[src/rtl/mem_access_ctrl_pkg.sv]
// Shared definitions for the memory access sequencer: FSM states,
// RAM mode codes and the mode legality check.
package mem_pkg;

    typedef logic [2:0] mode_t;

    typedef enum logic [2:0] {
        IDLE,
        ISSUE,
        WAIT,
        DONE,
        ERR
    } state_t;

    localparam mode_t MODE_WORD    = 3'b000;
    localparam mode_t MODE_WORD_SW = 3'b001;
    localparam mode_t MODE_HU_SW   = 3'b100;
    localparam mode_t MODE_HU      = 3'b101;
    localparam mode_t MODE_HS_SW   = 3'b110;
    localparam mode_t MODE_HS      = 3'b111;

    // Codes 010 and 011 have no RAM meaning.
    function automatic logic mode_legal(mode_t m);
        return m[2:1] != 2'b01;
    endfunction

endpackage

[src/rtl/mem_access_ctrl_if.sv]
// CPU-side request/response bus of the memory access sequencer.
// The CPU control unit drives the request (master); the sequencer
// answers with busy/ack/err and the memory data register (slave).
interface mem_access_ctrl_if;
    import mem_pkg::*;

    logic        req;
    logic        req_we;
    mode_t       req_mode;
    logic [31:0] req_addr;
    logic [31:0] req_wdata;
    logic        busy;
    logic        ack;
    logic        err;
    logic [31:0] mdr;

    modport master (
        output req, req_we, req_mode, req_addr, req_wdata,
        input  busy, ack, err, mdr
    );

    modport slave (
        input  req, req_we, req_mode, req_addr, req_wdata,
        output busy, ack, err, mdr
    );

endinterface

[src/rtl/mem_access_ctrl.sv]
// Multi-cycle load/store sequencer between the CPU control unit and the
// dual-bank RAM. One request at a time: alignment, range and mode are
// checked in IDLE, the RAM lines are driven from registers, the read
// latency is waited out and load data is captured into the MDR.
module mem_access_ctrl
    import mem_pkg::*;
#(
    parameter int unsigned ADDR_W   = 10,
    parameter int unsigned READ_LAT = 1
) (
    input  logic              clk,
    input  logic              rst,
    mem_access_ctrl_if.slave  cpu,
    output logic [ADDR_W-1:0] ram_addr,
    output logic [2:0]        ram_ctrl,
    output logic [31:0]       ram_din,
    output logic              ram_we,
    input  logic [31:0]       ram_dout
);

    state_t            state_q;
    logic              we_q;
    logic [1:0]        lat_q;
    logic              busy_q;
    logic              ack_q;
    logic              err_q;
    logic [31:0]       mdr_q;
    logic [ADDR_W-1:0] ram_addr_q;
    mode_t             ram_ctrl_q;
    logic [31:0]       ram_din_q;
    logic              ram_we_q;

    logic misaligned;
    logic out_of_range;
    logic bad_mode;
    logic req_fault;

    assign misaligned   = cpu.req_addr[0];
    assign out_of_range = (cpu.req_addr >> (ADDR_W + 1)) != '0;
    assign bad_mode     = !mode_legal(cpu.req_mode);
    assign req_fault    = misaligned | out_of_range | bad_mode;

    // Sequencer FSM; every output is registered so the RAM lines never glitch.
    always_ff @(posedge clk) begin
        if (rst) begin
            state_q    <= IDLE;
            we_q       <= 1'b0;
            lat_q      <= '0;
            busy_q     <= 1'b0;
            ack_q      <= 1'b0;
            err_q      <= 1'b0;
            mdr_q      <= '0;
            ram_addr_q <= '0;
            ram_ctrl_q <= '0;
            ram_din_q  <= '0;
            ram_we_q   <= 1'b0;
        end else begin
            case (state_q)
                IDLE: begin
                    if (cpu.req) begin
                        busy_q <= 1'b1;
                        if (req_fault) begin
                            // Rejected requests leave the RAM lines untouched.
                            state_q <= ERR;
                            ack_q   <= 1'b1;
                            err_q   <= 1'b1;
                        end else begin
                            state_q    <= ISSUE;
                            we_q       <= cpu.req_we;
                            ram_we_q   <= cpu.req_we;
                            ram_addr_q <= cpu.req_addr[ADDR_W:1];
                            ram_ctrl_q <= cpu.req_mode;
                            ram_din_q  <= cpu.req_wdata;
                        end
                    end
                end
                ISSUE: begin
                    ram_we_q <= 1'b0;
                    if (we_q) begin
                        state_q <= DONE;
                        ack_q   <= 1'b1;
                    end else begin
                        state_q <= WAIT;
                        lat_q   <= 2'(READ_LAT - 1);
                    end
                end
                WAIT: begin
                    if (lat_q == '0) begin
                        mdr_q   <= ram_dout;
                        state_q <= DONE;
                        ack_q   <= 1'b1;
                    end else begin
                        lat_q <= lat_q - 2'd1;
                    end
                end
                DONE, ERR: begin
                    state_q <= IDLE;
                    ack_q   <= 1'b0;
                    err_q   <= 1'b0;
                    busy_q  <= 1'b0;
                end
                default: begin
                    state_q <= IDLE;
                end
            endcase
        end
    end

    assign cpu.busy = busy_q;
    assign cpu.ack  = ack_q;
    assign cpu.err  = err_q;
    assign cpu.mdr  = mdr_q;

    assign ram_addr = ram_addr_q;
    assign ram_ctrl = ram_ctrl_q;
    assign ram_din  = ram_din_q;
    assign ram_we   = ram_we_q;

endmodule

[src/flat_wrapper.sv]
// flat-port wrapper written by rule: the top's interface ports become plain ports
module mem_access_ctrl_flat import mem_pkg::*;
#(
    parameter int unsigned ADDR_W   = 10,
    parameter int unsigned READ_LAT = 1
)
  (clk, rst, ram_addr, ram_ctrl, ram_din, ram_we, ram_dout, cpu_req, cpu_req_we, cpu_req_mode, cpu_req_addr, cpu_req_wdata, cpu_busy, cpu_ack, cpu_err, cpu_mdr);
  mem_access_ctrl_if cpu_i ();
  input  logic clk;
  input  logic rst;
  output logic [ADDR_W-1:0] ram_addr;
  output logic [2:0] ram_ctrl;
  output logic [31:0] ram_din;
  output logic ram_we;
  input  logic [31:0] ram_dout;
  input wire logic [$bits(cpu_i.req)-1:0] cpu_req;
  input wire logic [$bits(cpu_i.req_we)-1:0] cpu_req_we;
  input wire logic [$bits(cpu_i.req_mode)-1:0] cpu_req_mode;
  input wire logic [$bits(cpu_i.req_addr)-1:0] cpu_req_addr;
  input wire logic [$bits(cpu_i.req_wdata)-1:0] cpu_req_wdata;
  output wire logic [$bits(cpu_i.busy)-1:0] cpu_busy;
  output wire logic [$bits(cpu_i.ack)-1:0] cpu_ack;
  output wire logic [$bits(cpu_i.err)-1:0] cpu_err;
  output wire logic [$bits(cpu_i.mdr)-1:0] cpu_mdr;
  assign cpu_i.req = cpu_req;
  assign cpu_i.req_we = cpu_req_we;
  assign cpu_i.req_mode = cpu_req_mode;
  assign cpu_i.req_addr = cpu_req_addr;
  assign cpu_i.req_wdata = cpu_req_wdata;
  assign cpu_busy = cpu_i.busy;
  assign cpu_ack = cpu_i.ack;
  assign cpu_err = cpu_i.err;
  assign cpu_mdr = cpu_i.mdr;
  mem_access_ctrl #(.ADDR_W(ADDR_W), .READ_LAT(READ_LAT)) u_core (.clk(clk), .rst(rst), .cpu(cpu_i), .ram_addr(ram_addr), .ram_ctrl(ram_ctrl), .ram_din(ram_din), .ram_we(ram_we), .ram_dout(ram_dout));
endmodule
[config.mk]
export PLATFORM = sky130hd
export DESIGN_NAME = mem_access_ctrl_flat
export DESIGN_NICKNAME = d
export VERILOG_FILES = /design/src/rtl/mem_access_ctrl_pkg.sv /design/src/rtl/mem_access_ctrl_if.sv /design/src/rtl/mem_access_ctrl.sv /design/src/flat_wrapper.sv
export SDC_FILE = /design/constraint.sdc
export NUM_CORES = 1
export LEC_CHECK = 0
export CORE_AREA = 4 4 99 101
export DETAILED_ROUTE_END_ITERATION = 8
export DIE_AREA = 0 0 103 105
export MAX_ROUTING_LAYER = met4
export PLACE_DENSITY = 0.8
export SYNTH_ARGS = -nofsm -noshare
export SYNTH_HDL_FRONTEND = slang
export SYNTH_SLANG_ARGS = --single-unit
[constraint.sdc]
create_clock -name clk -period 2.14 [get_ports clk]
set_clock_uncertainty 0.15 [all_clocks]
set_input_delay 0.428 -clock clk [delete_from_list [all_inputs] [get_ports clk]]
set_output_delay 0.428 -clock clk [all_outputs]
set_load 0.02 [all_outputs]
-- Yosys cells after proc, flatten, opt, wreduce, memory -nomap -nowiden
Cells that the tools add are included.
- add/subtract/negate cells: 1
- equality and inequality tests: 12
- mux-type cells: 19
- bitwise logic cells: 3
- reduce and logical (&&, ||, !) cells: 17
- operators with widths (cell ; number):
    nonzero test 32 bit ; 1
    AND reduction 3 bit ; 4
    2-to-1 mux 3 bit ; 3
    case mux 3 bit (3 select lines) ; 1
    2-to-1 mux 1 bit ; 8
    inequality test 2 x 1 -> 1 bit, second input constant ; 4
    inequality test 2 bit, second input constant ; 4
    equality test 3 x 2 -> 1 bit, second input constant ; 2
    case mux 1 bit (2 select lines) ; 3
    AND reduction 2 bit ; 3
    nonzero test 2 bit ; 3
    AND reduction 5 bit ; 1
    2-to-1 mux 2 bit ; 2
    case mux 1 bit (4 select lines) ; 1
    case mux 2 bit (2 select lines) ; 1
    nonzero test 4 bit ; 1
    equality test 3 x 1 -> 1 bit, second input constant ; 1
    equality test 3 bit, second input constant ; 1
    logical NOT 3 bit ; 1
    logical NOT 2 bit ; 1
    bitwise OR 1 bit ; 2
    OR reduction 2 bit ; 1
    subtractor 2 x 1 -> 2 bit, second input constant ; 1
    logical NOT 1 bit ; 1
    inverter 1 bit ; 1
- register bits after elaboration: 87
- input bits: 103
- output and inout bits: 81
- logic and storage cells: 63

-- Longest topological paths before layout
- depth after elaboration: 6
- gate-level depth with buffers: 7

-- Worst setup path before layout
OpenSTA, ideal clock, no wires.
- kind: input port to flip-flop
- from: input cpu_req_addr[14]
- to: register u_core.ram_addr_q[1] (netlist: u_core.ram_addr[1])
- setup time: 132 ps
- arrival: 1448 ps
- required time: 1858 ps
- setup slack: 410 ps
- stages: 5
- buffers on the path: 1
- cell sequence: nor4_2 nand4_1 clkbuf_1 o21ai_1 a21oi_1
- longest elaborated chain between the ends: 5
- RTL lines (what ; RTL line ; RTL):
    from (decl) ; flat_wrapper.sv:19 ; input wire logic [$bits(cpu_i.req_addr)-1:0] cpu_req_addr;
    nonzero test 32 bit ; mem_access_ctrl.sv:39 ; assign out_of_range = (cpu.req_addr >> (ADDR_W + 1)) != '0;
    bitwise OR 1 bit (2 in a row) ; mem_access_ctrl.sv:41 ; assign req_fault = misaligned | out_of_range | bad_mode;
    inverter 1 bit (no line) ; n/a ;
    AND reduction 3 bit (no line) ; n/a ;
    to (signal assigned) ; mem_access_ctrl.sv:71 ; ram_addr_q <= cpu.req_addr[ADDR_W:1];
    to (decl) ; mem_access_ctrl.sv:28 ; logic [ADDR_W-1:0] ram_addr_q;
No other way between the ends.
A chain may end at the register's enable or synchronous reset.

-- Worst setup path after layout
- from: register u_core.err_q (netlist: u_core.cpu.err)
- to: output cpu_err
- RTL lines (what ; RTL line ; RTL):
    from (decl) ; mem_access_ctrl.sv:26 ; logic err_q;
    from (signal assigned) ; mem_access_ctrl.sv:51 ; err_q <= 1'b0;
    from (signal assigned) ; mem_access_ctrl.sv:66 ; err_q <= 1'b1;
    from (signal assigned) ; mem_access_ctrl.sv:99 ; err_q <= 1'b0;
    to (decl) ; flat_wrapper.sv:23 ; output wire logic [$bits(cpu_i.err)-1:0] cpu_err;
No word-level cell between the ends.

==> summary.md <==
| Metric | Value |
|---|---|
| Top cells by area, synth | dfxtp_1 49%, a21oi_1 12%, nand4_1 8.5%, nand2_1 7.1%, o21ai_1 6.8% |
| First-pass GRT wire length | 17900 µm |
| Die ar. | 10800 µm² |
| Final Non-Filler Cells | 713 |
| Layout cells sized above 1 | 0.0748 |
| Pin count of the biggest net entering global routing | 39 |
| Fillers | 780 |
| Period utilization | 0.918 |
| Commonest non-fill, non-tap cell in the layout | clkdlybuf4s50_1 |
| Setup TNS | 0 ns |
| Reg area | 1740 µm² |
| Crit-path cells | clkdlybuf4s50_1 |
| Post-Route WL | 11300 µm |
| Die W | 103 µm |
| Sequential-to-total area share from yosys stat | 0.493 |
| Post-layout instance area | 5650 µm² |
| Yosys warnings | 0 |
| Netlist Area Pre-Place | 3530 µm² |
| Mapped Cells | 428 |
| GPL Wtd Cong | 0.839 |
| Area leader, netlist | dfxtp_1 |
| CTS tree | yes |
| Final net count | 701 |
| Total GRT Usage | 0.211 |
| First drt pass iteration count | 4 |
| Maximum clock frequency | 0.509 GHz |
| Critical Path Source Type | flip-flop |
| Worst vdd ir | 0.372 mV |
| Avg Synthesized Cell Area | 8.25 µm² |
| Vias in the first global route | 3743 |
| Final hold vios | 0 |
| Initial antenna violation count | 0 |
| Critical path's top delay family | buffers and inverters |
| Port Buf Inserts | 183 |
| DIE HEIGHT | 105 µm |
| Area growth from synthesis to layout | 60.2% |
| Post CTS Setup Buffer Count | 0 |
| Static leakage | 1.84 nW |
| Root buffer cell | clkbuf_8 |
| Global route overflow | 0 |
| Crit. End Element | output port |
| CP peak stage delay | 0.66 ns |
| Place WS | -0.127 ns |
| Setup WS post-layout | 0.175 ns |
| Max-Slew Margin vs Limit | 0.701 |
| Crit path time final | 1.97 ns |
| Clock Sinks | 87 |
| Clock Path Buffers | 2 |
| Vias/cell | 5.33 |
| Multi-input combinational cell area | 1560 µm² |
| Setup CP Type | flip-flop to output port |
| Hold WC Path Type | flip-flop to flip-flop |
| Synth top area share | 0.493 |
| Hpwl dp | 8220 µm |
| PD cells | 533 nW/µm² |
| Starting Density | 0.391 |
| Worst-skew pair later-pin latency | 0.34 ns |
| H-tree Lvls | 3 |
| Cell Area, Placed | 5460 µm² |
| Cts hold-fix bufs | 0 |
| Core area | 9020 µm² |
| Critical Path Fanout Max | 4 |
| Bufs and invs on worst path | 1 |
| RSZ-0062 raised after global routing | no |
| Max Cap Viol | 0 |
| Post-CTS sizing | 0 |
| Placed Instances | 697 |
| Final setup fails | 0 |
| Antenna cells | 0 |
| Post-Syn Nets | 532 |
| DRT antenna net count | 0 |
| Cell Rows | 35 |
| Most frequent cells in the layout | 182 x clkdlybuf4s50_1, 87 x dfxtp_1, 82 x a21oi_1 |
| Outcome | completed |
| Worst Max-Slew Pin Slew | 0.437 ns |
| Critical Path AT | 1.39 ns |
| Required @ worst endpoint | 1.56 ns |
| I/O Pins | 184 |
| DR WL/cell | 15.9 µm |
| CP max stage cell | clkdlybuf4s50_1 |
| Drt drc | 0 |
| TritonCTS Buffers | 9 |
| Clock slew at reported path FFs | 0.09 ns |
| Total vias in the final route | 3803 |
| Netlist cell types | 33 |
| Number of synthesized register bits | 87 |
| Drt first-iter violations | 222 |
| Final Max Tran Viols | 0 |
routing by layer:
metal / vias to the layer above / track usage / share of wire
met3: 27 / 0.0387 / 0.070
met4: 0 / 0.0916 / 0.032
li1: 1863 / - / -
met5: - / - / 0
met1: 1760 / 0.254 / 0.40
met2: 153 / 0.341 / 0.50
path summary, 6_finish.rpt:
kind | from | end | slack, ns | cells after the start
hold reg to reg | u_core.cpu.mdr[14] | u_core.cpu.mdr[14] | 0.31 | 2
setup / recovery | u_core.cpu.err | cpu_err | 0.17 | 1
hold / removal | u_core.cpu.mdr[14] | u_core.cpu.mdr[14] | 0.31 | 2
setup reg to reg | u_core.state_q[0] | u_core.cpu.ack | 0.33 | 5
flip-flops by register name, indices dropped and copies added, names as in the netlist:
register	cells
u_core.cpu.mdr	32
u_core.ram_din	32
u_core.ram_addr	10
u_core.ram_ctrl	3
u_core.state_q	3
u_core.lat_q	2
u_core.cpu.ack	1
u_core.cpu.busy	1
u_core.cpu.err	1
u_core.ram_we	1
u_core.we_q	1
kinds of logic after synthesis:
kind of cell               share of synthesized area
xor gates and xnor gates                     0.00248
AOI/OAI and AO/OA                              0.201
DFF                                            0.493
buffers and inverters                         0.0645
and+or+nand+nor                                0.233
adders and majority gates                    0.00354
muxes                                        0.00284
cells in the mapped netlist:
cell type / instances
dfxtp_1: 87
a21oi_1: 82
nand2_1: 67
nand4_1: 48
o21ai_1: 48
clkbuf_1: 23
buf_2: 17
nor2_1: 10
nor4_2: 5
buf_6: 4
inv_1: 3
nand3_1: 3
nand3b_1: 3
nor3_1: 3
a211oi_1: 2
and3_1: 2
nand2b_1: 2
nor3b_1: 2
nor4_1: 2
o21ai_0: 2
a2111oi_0: 1
a21bo_1: 1
a31oi_1: 1
and2_1: 1
and4_1: 1
ha_1: 1
mux2i_1: 1
nand4_2: 1
nor4b_4: 1
o211ai_1: 1
or2_0: 1
or2_1: 1
xnor2_1: 1
power breakdown:
group	switching, mW	leakage (nW)	total (mW)	internal [mW]
registers	0.00535	0.701	1.63	1.62
clock network	0.590	0.0922	1.08	0.494
logic	0.105	1.05	0.299	0.194
through the flow:
step	total power [mW]	hold slack [ns]	utilization
final	3.01	0.307	0.627
after CTS	3.05	0.311	0.627
after floorplan	1.74	0.309	-
after global routing	3.13	0.332	0.627
after global placement	1.96	0.291	0.605
after detailed placement	1.96	0.298	0.605
worst register-to-register path, cell delays in order (launching register included):
cell	delay, ns
dfxtp_1	0.57
buf_4	0.21
nor3b_1	0.06
a2111oi_0	0.45
nor2_1	0.08
a211oi_1	0.22
layout make-up:
| class | count | share of cell area |
|---|---|---|
| Clock inverter | 5 | 0.00730 |
| Sequential cell | 87 | 0.308 |
| Timing Repair Buffer | 202 | 0.355 |
| Clock buffer | 11 | 0.0268 |
| Inverter | 3 | 0.00199 |
| Multi-Input combinational cell | 294 | 0.276 |
| Tap cell | 111 | 0.0246 |
Power figures use the tool's default switching activity.
==> edit, RTL diff (same flow settings) <==
`ADDR_W` is set to 10 in 2 places; all go to 11.
--- a/src/rtl/mem_access_ctrl.sv
+++ b/src/rtl/mem_access_ctrl.sv
@@ -7,3 +7,3 @@
 #(
-    parameter int unsigned ADDR_W   = 10,
+    parameter int unsigned ADDR_W   = 11,
     parameter int unsigned READ_LAT = 1
--- a/src/flat_wrapper.sv
+++ b/src/flat_wrapper.sv
@@ -3,3 +3,3 @@
 #(
-    parameter int unsigned ADDR_W   = 10,
+    parameter int unsigned ADDR_W   = 11,
     parameter int unsigned READ_LAT = 1
Interface: changed (resized ram_addr); port bits go from 184 to 185. The function was not compared with the original's and may differ.
==> edit against the original RTL <==
  * Routed wire length is 14% lower
  * Sequential cell count is 1 higher
  * Design area is 3.1% lower
  * Count of clock-buffer cells in the layout is 1 higher
  * Area after synthesis is 6.8% lower
  * Sequential share of layout area is 1.4 points higher
  * Via count is 11% lower
  * Global-route usage is 3.5 points lower
  * Core utilization is 2.0 points lower
  * Synthesized cell count is 2.1% lower
  * Setup slack worse by 0.024 ns
  * Total power is 5.6% higher
  * First-iteration DRC count is 58% lower
  * Critical path type is now in2reg
  * Largest cell class unchanged
  * Largest power group unchanged
==> edit: results <==
{
  "synth.area.top_cells": "dfxtp_1 54%, nand2_1 18%, a21oi_1 13%",
  "vias": 3392,
  "synthMuxAreaShare_pct": 0.3043,
  "outcome": "finished clean",
  "worstMarginPinSlew_ns": 0.4886,
  "numPlacedInstances": 694,
  "crit_fanout": 47,
  "drive_gt1_share_pct": 5.500,
  "route.met2.wl_um": 4992,
  "leakage_nw": 1.837,
  "grt_pass1_vias": 3308,
  "synthTopCellsByCount": "162 x nand2_1, 88 x dfxtp_1, 86 x a21oi_1, 16 x clkbuf_1, 9 x buf_2",
  "synthArstFlopShare_pct": 0,
  "synth-seq-area-share_pct": 53.56,
  "grt_pass1_wl_um": 14860,
  "worstReg2RegEnd": "u_core.lat_q[1]",
  "clock_latency_ns": 0.34,
  "antenna_found_initial": 0,
  "grtUsageTotal_pct": 17.67,
  "synth_area_per_cell_um2": 7.851,
  "dp_hpwl_um": 7301,
  "yosys_warnings": 0,
  "layout.nets": 699,
  "clk_pin_slew_ns": 0.08,
  "yosys.area_share.adder_pct": 0.3804,
  "stdcell_count": 711,
  "maxCapViolations": 0,
  "synth_compound_area_share_pct": 15.82,
  "clockBufferDepth": 2,
  "holdCritPathClass": "in2reg",
  "ir_drop_mv": 0.3381,
  "first_iter_violations": 94,
  "numCtsBuffers": 9,
  "crit_start": "cpu_req_addr[23]",
  "reg2reg_depth": 4,
  "wl_met3_um": 848,
  "htreeDepth": 3,
  "syn-num-nets": 523,
  "synth-xor-area-share_pct": 0,
  "antenna_cells": 0,
  "port_buffers": 184,
  "crit_slowest_cell": "clkdlybuf4s50_1",
  "n_fill_cell": 819,
  "firstDrtPassIters": 4,
  "ys_types": 34,
  "wl_met1_um": 3762,
  "gp_congestion": 0.7601,
  "routed_wl_um": 9731,
  "grt_max_degree": 50,
  "critical_path.top_delay_family": "simple AND/OR/NAND/NOR gates",
  "r2r-start": "u_core.state_q[1]",
  "r2r_slack_ns": 0.28,
  "critical-path-max-stage-delay_ns": 0.42,
  "endpoint": "u_core.ram_din[11]"
}
[edit: power breakdown]
part           internal [mW]  switching (mW)  total, mW
clock                  0.696           0.569       1.26
combinational          0.188          0.0848      0.273
sequential              1.64         0.00313       1.64
total                   2.53           0.657       3.18
[edit: how the worst min path moves through the flow]
stage / startpoint / to / slack [ns] / depth (start not counted)
final: rst / u_core.we_q / 0.21 / 2
after global routing: rst / u_core.lat_q[1] / 0.21 / 2
after CTS: rst / u_core.lat_q[1] / 0.19 / 2
after detailed placement: u_core.ram_addr[1] / u_core.ram_addr[1] / 0.30 / 2
after global placement: u_core.ram_ctrl[1] / u_core.ram_ctrl[1] / 0.29 / 2
after floorplan: u_core.lat_q[1] / u_core.lat_q[1] / 0.30 / 2
[edit: timing repair]
action / 4_1_cts / 5_1_grt
setup endpoints to repair: 0 / 47
buffers inserted: 0 / 1
resized for setup: 0 / 3
[edit: cell families (layout without fill, tap and decap cells)]
group	Yosys count	count (layout)
and+or+nand+nor	198	198
DFF	88	88
muxes	1	1
buffers and inverters	32	213
AOI/OAI and AO/OA	99	99
adders and majority gates	1	1
[edit: metal layers]
metal / vias to the layer above / global-route usage (%)
li1: 1724 / -
met1: 1538 / 18.51
met2: 118 / 31.16
met3: 12 / 5.474
met4: 0 / 5.458
met5: - / -
[edit: area by class of cell]
type                            instances  share of cell area [%]
Clock buffer                           12                   2.650
Clock inverter                          4                   1.394
Inverter                                3                  0.2056
Multi-Input combinational cell        299                   25.68
Sequential cell                        88                   32.17
Tap cell                              111                   2.536
Timing Repair Buffer                  194                   35.37
[edit: stage by stage]
step | power [mW] | setup slack [ns] | hold slack (ns) | TNS, ns | area (um2)
global placement | 1.949 | -0.2329 | 0.2911 | -9.954 | 5229
floorplan | 1.737 | 0.3591 | 0.2996 | 0 | 3289
CTS | 3.224 | 0.06511 | 0.1928 | 0 | 5450
finish | 3.182 | 0.1506 | 0.2111 | 0 | 5477
global route | 3.310 | -0.001266 | 0.2087 | -0.001266 | 5477
detailed placement | 1.953 | -0.2954 | 0.2953 | -13.03 | 5229
